==> src/rtl/output_unit.sv <==
// Presents a loaded WIDTH-bit value one bit at a time, MSB first, on a single output.
// Bits advance on rising edges of btn_next (STEP_CYCLES==0) or every STEP_CYCLES cycles.
module output_unit #(
  parameter int WIDTH       = 8,
  parameter int STEP_CYCLES = 0
) (
  input  logic                   clk,
  input  logic                   rst,
  input  logic                   enable,
  input  logic [WIDTH-1:0]       value,
  input  logic                   value_valid,
  input  logic                   btn_next,
  output logic                   ready,
  output logic                   bit_out,
  output logic                   bit_valid,
  output logic [$clog2(WIDTH):0] bit_idx,
  output logic                   done,
  output logic [WIDTH-1:0]       shown_value
);

  localparam int IW = $clog2(WIDTH) + 1;
  localparam int CW = (STEP_CYCLES > 1) ? $clog2(STEP_CYCLES) : 1;
  localparam logic [CW-1:0] LAST_CNT = CW'((STEP_CYCLES > 0) ? STEP_CYCLES - 1 : 0);
  localparam logic [IW-1:0] LAST_IDX = IW'(WIDTH - 1);

  localparam logic [0:0] IDLE = 1'b0;
  localparam logic [0:0] SHOW = 1'b1;

  logic [0:0]       state;
  logic [WIDTH-1:0] shreg;
  logic [CW-1:0]    step_cnt;
  logic             btn_next_d;
  logic             next_rise;
  logic             advance;

  assign ready     = (state == IDLE) & enable;
  assign next_rise = btn_next & ~btn_next_d;

  // Manual mode steps on a fresh press only; auto mode ignores the button entirely.
  always_comb begin
    advance = 1'b0;
    if (STEP_CYCLES == 0)
      advance = next_rise;
    else
      advance = (step_cnt == LAST_CNT);
  end

  always_ff @(posedge clk or posedge rst) begin
    if (rst) begin
      state       <= IDLE;
      shreg       <= '0;
      step_cnt    <= '0;
      btn_next_d  <= 1'b0;
      bit_out     <= 1'b0;
      bit_valid   <= 1'b0;
      bit_idx     <= '0;
      done        <= 1'b0;
      shown_value <= '0;
    end else begin
      btn_next_d <= btn_next;
      done       <= 1'b0;
      if (!enable) begin
        state       <= IDLE;
        shreg       <= '0;
        step_cnt    <= '0;
        bit_out     <= 1'b0;
        bit_valid   <= 1'b0;
        bit_idx     <= '0;
        shown_value <= '0;
      end else begin
        case (state)
          IDLE: begin
            if (value_valid) begin
              shreg       <= value;
              shown_value <= value;
              bit_idx     <= '0;
              step_cnt    <= '0;
              bit_valid   <= 1'b1;
              bit_out     <= value[WIDTH-1];
              state       <= SHOW;
            end
          end
          SHOW: begin
            if (advance) begin
              step_cnt <= '0;
              if (bit_idx == LAST_IDX) begin
                done      <= 1'b1;
                bit_valid <= 1'b0;
                bit_out   <= 1'b0;
                bit_idx   <= '0;
                state     <= IDLE;
              end else begin
                shreg   <= shreg << 1;
                bit_out <= shreg[WIDTH-2];
                bit_idx <= bit_idx + 1'b1;
              end
            end else begin
              step_cnt <= step_cnt + 1'b1;
            end
          end
          default: state <= IDLE;
        endcase
      end
    end
  end

endmodule

==> config.mk <==
export PLATFORM = sky130hd
export DESIGN_NAME = output_unit
export DESIGN_NICKNAME = d
export VERILOG_FILES = /design/src/rtl/output_unit.sv
export SDC_FILE = /design/constraint.sdc
export NUM_CORES = 1
export LEC_CHECK = 0
export CAP_MARGIN = 20
export CORE_ASPECT_RATIO = 1.1
export CORE_UTILIZATION = 52
export CTS_CLUSTER_DIAMETER = 40
export DETAILED_ROUTE_END_ITERATION = 10
export GPL_ROUTABILITY_DRIVEN = 0
export GPL_TIMING_DRIVEN = 0
export PLACE_DENSITY = 0.83
export SYNTH_ARGS = -nofsm -noshare
export SYNTH_HDL_FRONTEND = slang
export SYNTH_SLANG_ARGS = --single-unit
==> constraint.sdc <==
create_clock -name clk -period 3.6 [get_ports clk]
set_clock_uncertainty 0.15 [all_clocks]
set_input_delay 0.72 -clock clk [delete_from_list [all_inputs] [get_ports clk]]
set_output_delay 0.72 -clock clk [all_outputs]
set_load 0.05 [all_outputs]
* Word level (Yosys, flattened, before mapping) *
Cells that the tools add are included.

cells by class
  add/subtract/negate cells = 1
  $mul = 0
  div/mod/pow operators = 0
  magnitude comparators = 0
  equal/unequal tests = 7
  shift-type cells = 0
  mux-type cells = 31
  bitwise operators = 4
  reductions and logical operators = 4

operators by type and width
  cell                                                                      number
  8-bit two-way mux                                                         3
  7-bit two-way mux                                                         3
  1-bit two-way mux                                                         16
  4-bit two-way mux                                                         4
  7-bit one-hot mux with 2 select lines                                     1
  4-bit one-hot mux with 2 select lines                                     1
  3-bit by 2-bit inequality test with 1-bit output (second input constant)  2
  3-bit inequality test (second input constant)                             2
  1-bit one-hot mux with 2 select lines                                     3
  3-bit AND reduction                                                       2
  4-bit by 1-bit adder with 4-bit output (second input constant)            1
  4-bit by 3-bit == test with 1-bit output (second input constant)          1
  2-bit AND reduction                                                       2
  1-bit AND                                                                 2
  2-bit by 1-bit inequality test with 1-bit output (second input constant)  1
  2-bit inequality test (second input constant)                             1
  1-bit inverter                                                            2

word-level totals
  register bits after elaboration = 24
  bits in latches = 0
  memory bits (writable) = 0
  ROM bits = 0
  input bits = 13
  output and inout port bits = 16
  word-level logic and storage cells = 55
  memories kept = 0

* Logic depth before layout (Yosys ltp) *
  depth in word-level cells = 5
  depth in mapped cells = 4
  mapped depth without buffers = 4

* Worst setup path after synthesis *
No wires, ideal clock.

  path kind = register to register
  start = reg bit_idx[0]
  end = reg shreg[1]
  setup time = 0.125 ns
  data arrival time = 1.721 ns
  data required time = 3.325 ns
  path slack = 1.604 ns
  stages on the path, launching flop included = 5
  path buffers = 0
  clock period less this slack = 1.996 ns
  cells stage by stage = dfrtp_1 ha_1 and3b_1 a32oi_2 mux2_2

between the ends
  longest elaborated chain between the ends = 3

RTL lines
  element                                   line  RTL
  start, declared                           16    output logic [$clog2(WIDTH):0] bit_idx,
  start signal, assigned                    95    bit_idx <= bit_idx + 1'b1;
  4-bit by 3-bit == test with 1-bit output  86    if (bit_idx == LAST_IDX) begin
  3-bit inequality test (no source line)    n/a
  3-bit AND reduction (no source line)      n/a
  end signal, assigned                      74    shreg <= value;
  end signal, assigned                      93    shreg <= shreg << 1;
  end, declared                             30    logic [WIDTH-1:0] shreg;

No other way between the ends.
A chain may end at the register's enable or synchronous reset.

* Worst setup path in the final report *
  start = in enable
  end = out ready

between the ends
  longest elaborated chain between the ends = 1

RTL lines
  element          line  RTL
  start, declared  9     input logic enable,
  1-bit AND        36    assign ready = (state == IDLE) & enable;
  end, declared    13    output logic ready,

No other way between the ends.

==> flow_metrics.tcl <==
set metrics [dict create \
    run_status "completed" \
    initial_utilization 0.574 \
    crit_path_end "ready" \
    final.setup.worst_slack_ps 327 \
    final_util 0.736 \
    grt.total_usage 0.218 \
    post-place-cells 167 \
    wire_length_of_the_first_global_routing_pass_um 3780 \
    cts_max_path_buffers 2 \
    worst_setup_hold_path_clk_slew_ps 120 \
    critical_path.top_delay_family "buffers and inverters" \
    worstSetupPathType "in2out" \
    path_buf_inv 2 \
    postSynthNetCount 125 \
    worstSkewPairLatency_ps 310 \
    max_cap_viol_count 0 \
    hp-class "reg2reg" \
    vdd_drop_max_mv 0.281 \
    max_freq_ghz 0.305 \
    power_leakage_nw 0.662 \
    hpwlAfterDp_um 1720 \
    met1_length_um 1070 \
    grt_pass1_vias 860 \
    dp_worst_setup_slack_ps 324 \
    stdcell_count 170 \
    post-route-min-period_ps 3270 \
    crit_required_ps 2730 \
    clockRootBuffer "clkbuf_4" \
    synth_cell_types 28 \
    p_per_area_mw_per_mm2 357 \
    fin_nets 158 \
    hold_viol_final 0 \
    synthFlopType "dfrtp_1" \
    postLayoutCellArea_mm2 0.00154 \
    critPathLaunch "enable" \
    finalSetupTns_ps 0 \
    start_kind "input pin" \
    total_cts_buffers 3 \
    detail-route-antenna-nets 0 \
    height_of_the_chip_um 52.3 \
    asyncSetResetFlopFracSynth 1.00 \
    global_route.overflow_total 0 \
    grt_start_max_net_pins 25 \
    cp.arrival_ps 2400 \
    std_cell_rows 17 \
    cp_cell_sequence "clkdlybuf4s50_1 -> and2b_2 -> clkdlybuf4s50_1" \
    routed-via-count 921 \
    placement.io_buffers 28 \
    worstSetupEndpointType "output port" \
    antenna_cells_inserted 0 \
    cts.sinks 24 \
    post-synth-top-area-fraction 0.502 \
    yosys.cell_count.top_type "dfrtp_1" \
    synth_cells 111 \
    i_o_pin_count 29 \
    placeableCoreArea_mm2 0.00208 \
    cell_repeated_most_along_the_worst_path "clkdlybuf4s50_1" \
    r2r-start "bit_idx[0]" \
    antenna_violations_before_repair 0 \
    number_of_synthesized_flops_with_an_enable_pin 0 \
    worstReg2RegEnd "shreg[5]" \
    final-setup-viol-count 0 \
    area_growth_pct 28.2 \
    r2r_cells 4 \
    tritoncts_clock_tree "done" \
    detailed_place.area_mm2 0.00151 \
    via_per_inst 5.42 \
    drt_pass1_iterations 4 \
    cts_repair_resize_count 0 \
    htreeDepth 1 \
    fin_crit_sh 0.909 \
    seq_area_frac_synth 0.502 \
    mean_post_synth_cell_area_um2 10.8 \
    critical_path.max_fanout 6 \
    critPathMaxStageDelay_ps 810 \
    design.die.area_mm2 0.00250 \
    drv_slew 0 \
    detail_route.wl_per_cell_um 13.8 \
    wl_met2_um 1160 \
    timing_worst_slew_pin_value_ps 923 \
    synthTopCellsByArea "dfrtp_1 (50%), mux2_2 (7.5%), a21boi_0 (5.6%)" \
    yosys_warnings 0 \
    maxSlewHeadroom 0.384 \
    post_detailed_route_drc_marker_count 0 \
    timing.critical_path.slowest_stage_cell "clkdlybuf4s50_1" \
    floorplan.die.width_um 47.8 \
    post_synth_instance_area_mm2 0.00120 \
    post_cts_hold_buffer_count 0 \
    highest_layer "met4" \
    synth_top_cells_by_count "dfrtp_1 (24), nand2_1 (17), a21boi_0 (9)" \
    rsz0062_at_grt "no" \
    drt_wl_total_um 2350 \
    final_layout_size_suffix_gt1_frac 0.134 \
    cp.depth 3 \
    postCtsSetupBuffers 0 \
    postSynthRegisterBits 24 \
    detailroute.wirelength.met3_um 88 \
    yosys.area.top_type "dfrtp_1" \
    regToRegSetupSlack_ps 1700 \
    drt_first_iter_violations 10 \
]
stage by stage:
stage                     total power, mW  hold slack [ps]
final                               0.547              380
after global placement              0.433              338
after CTS                           0.552              378
after detailed placement            0.437              349
after floorplan                     0.388              330
after global routing                0.571              394
power breakdown:
group	internal (mW)	switching (mW)	leakage, nW	total [mW]
Sequential	0.287	0.00997	0.320	0.297
Clock	0.0392	0.0780	0.0138	0.117
Combinational	0.0566	0.0768	0.329	0.133
Total	0.383	0.165	0.662	0.547
worst min path at each step:
stage / from / end / cells past startpoint
after floorplan: shreg[1] / shreg[1] / 1
after global placement: shreg[3] / shreg[3] / 1
final: shreg[3] / shreg[3] / 1
after CTS: shreg[3] / shreg[3] / 1
after detailed placement: shreg[3] / shreg[3] / 1
after global routing: shreg[6] / shreg[6] / 1
cell type report:
| type | instances | area [um2] |
|---|---|---|
| Buffer | 5 | 26.3 |
| Clock buffer | 3 | 22.5 |
| Fill cell | 166 | 549 |
| Inverter | 6 | 22.5 |
| Multi-Input combinational cell | 76 | 548 |
| Sequential cell | 24 | 601 |
| Tap cell | 28 | 35.0 |
| Timing Repair Buffer | 28 | 280 |
cells by family (layout without fill, tap and decap cells):
logic type               Yosys count  after routing  synth area share
adder cells (fa/ha/maj)            1              1            0.0104
multiplexers                      14             14             0.125
buffers and inverters             11             42            0.0407
AO/OA/AOI/OAI                     20             20             0.127
AND/OR/NAND/NOR                   41             41             0.194
flip-flops                        24             24             0.502
placed cells by master (no fill, tap or decap), types with 3 or more instances in the layout:
| cell type | n |
|---|---|
| nand3_1 | 3 |
| o21ai_0 | 4 |
| clkdlybuf4s50_1 | 28 |
| mux2_2 | 8 |
| dfrtp_1 | 24 |
| nor2b_1 | 6 |
| clkbuf_1 | 4 |
| nand2_1 | 17 |
| a21boi_0 | 9 |
| clkbuf_4 | 3 |
| mux2i_1 | 6 |
| inv_1 | 6 |
state kept, by name, summed over array words and instances (netlist names):
name	count
done	1
bit_out	1
shreg	7
state	1
bit_idx	4
btn_next_d	1
shown_value	8
bit_valid	1
worst reg2reg max path: cells and delay by family (launching register included):
kind                       cells  cell delay, ps
adders and majority gates      1             240
muxes                          1             390
DFF                            1             430
AOI/OAI and AO/OA              1             390
and+or+nand+nor                1             200
layer usage:
layer | global-route usage | vias to the layer above
met1 | 0.275 | 439
met2 | 0.365 | 21
met3 | 0.0310 | 4
met5 | 0 | -
met4 | 0.0833 | 0
li1 | - | 457
Power figures use the tool's default switching activity.
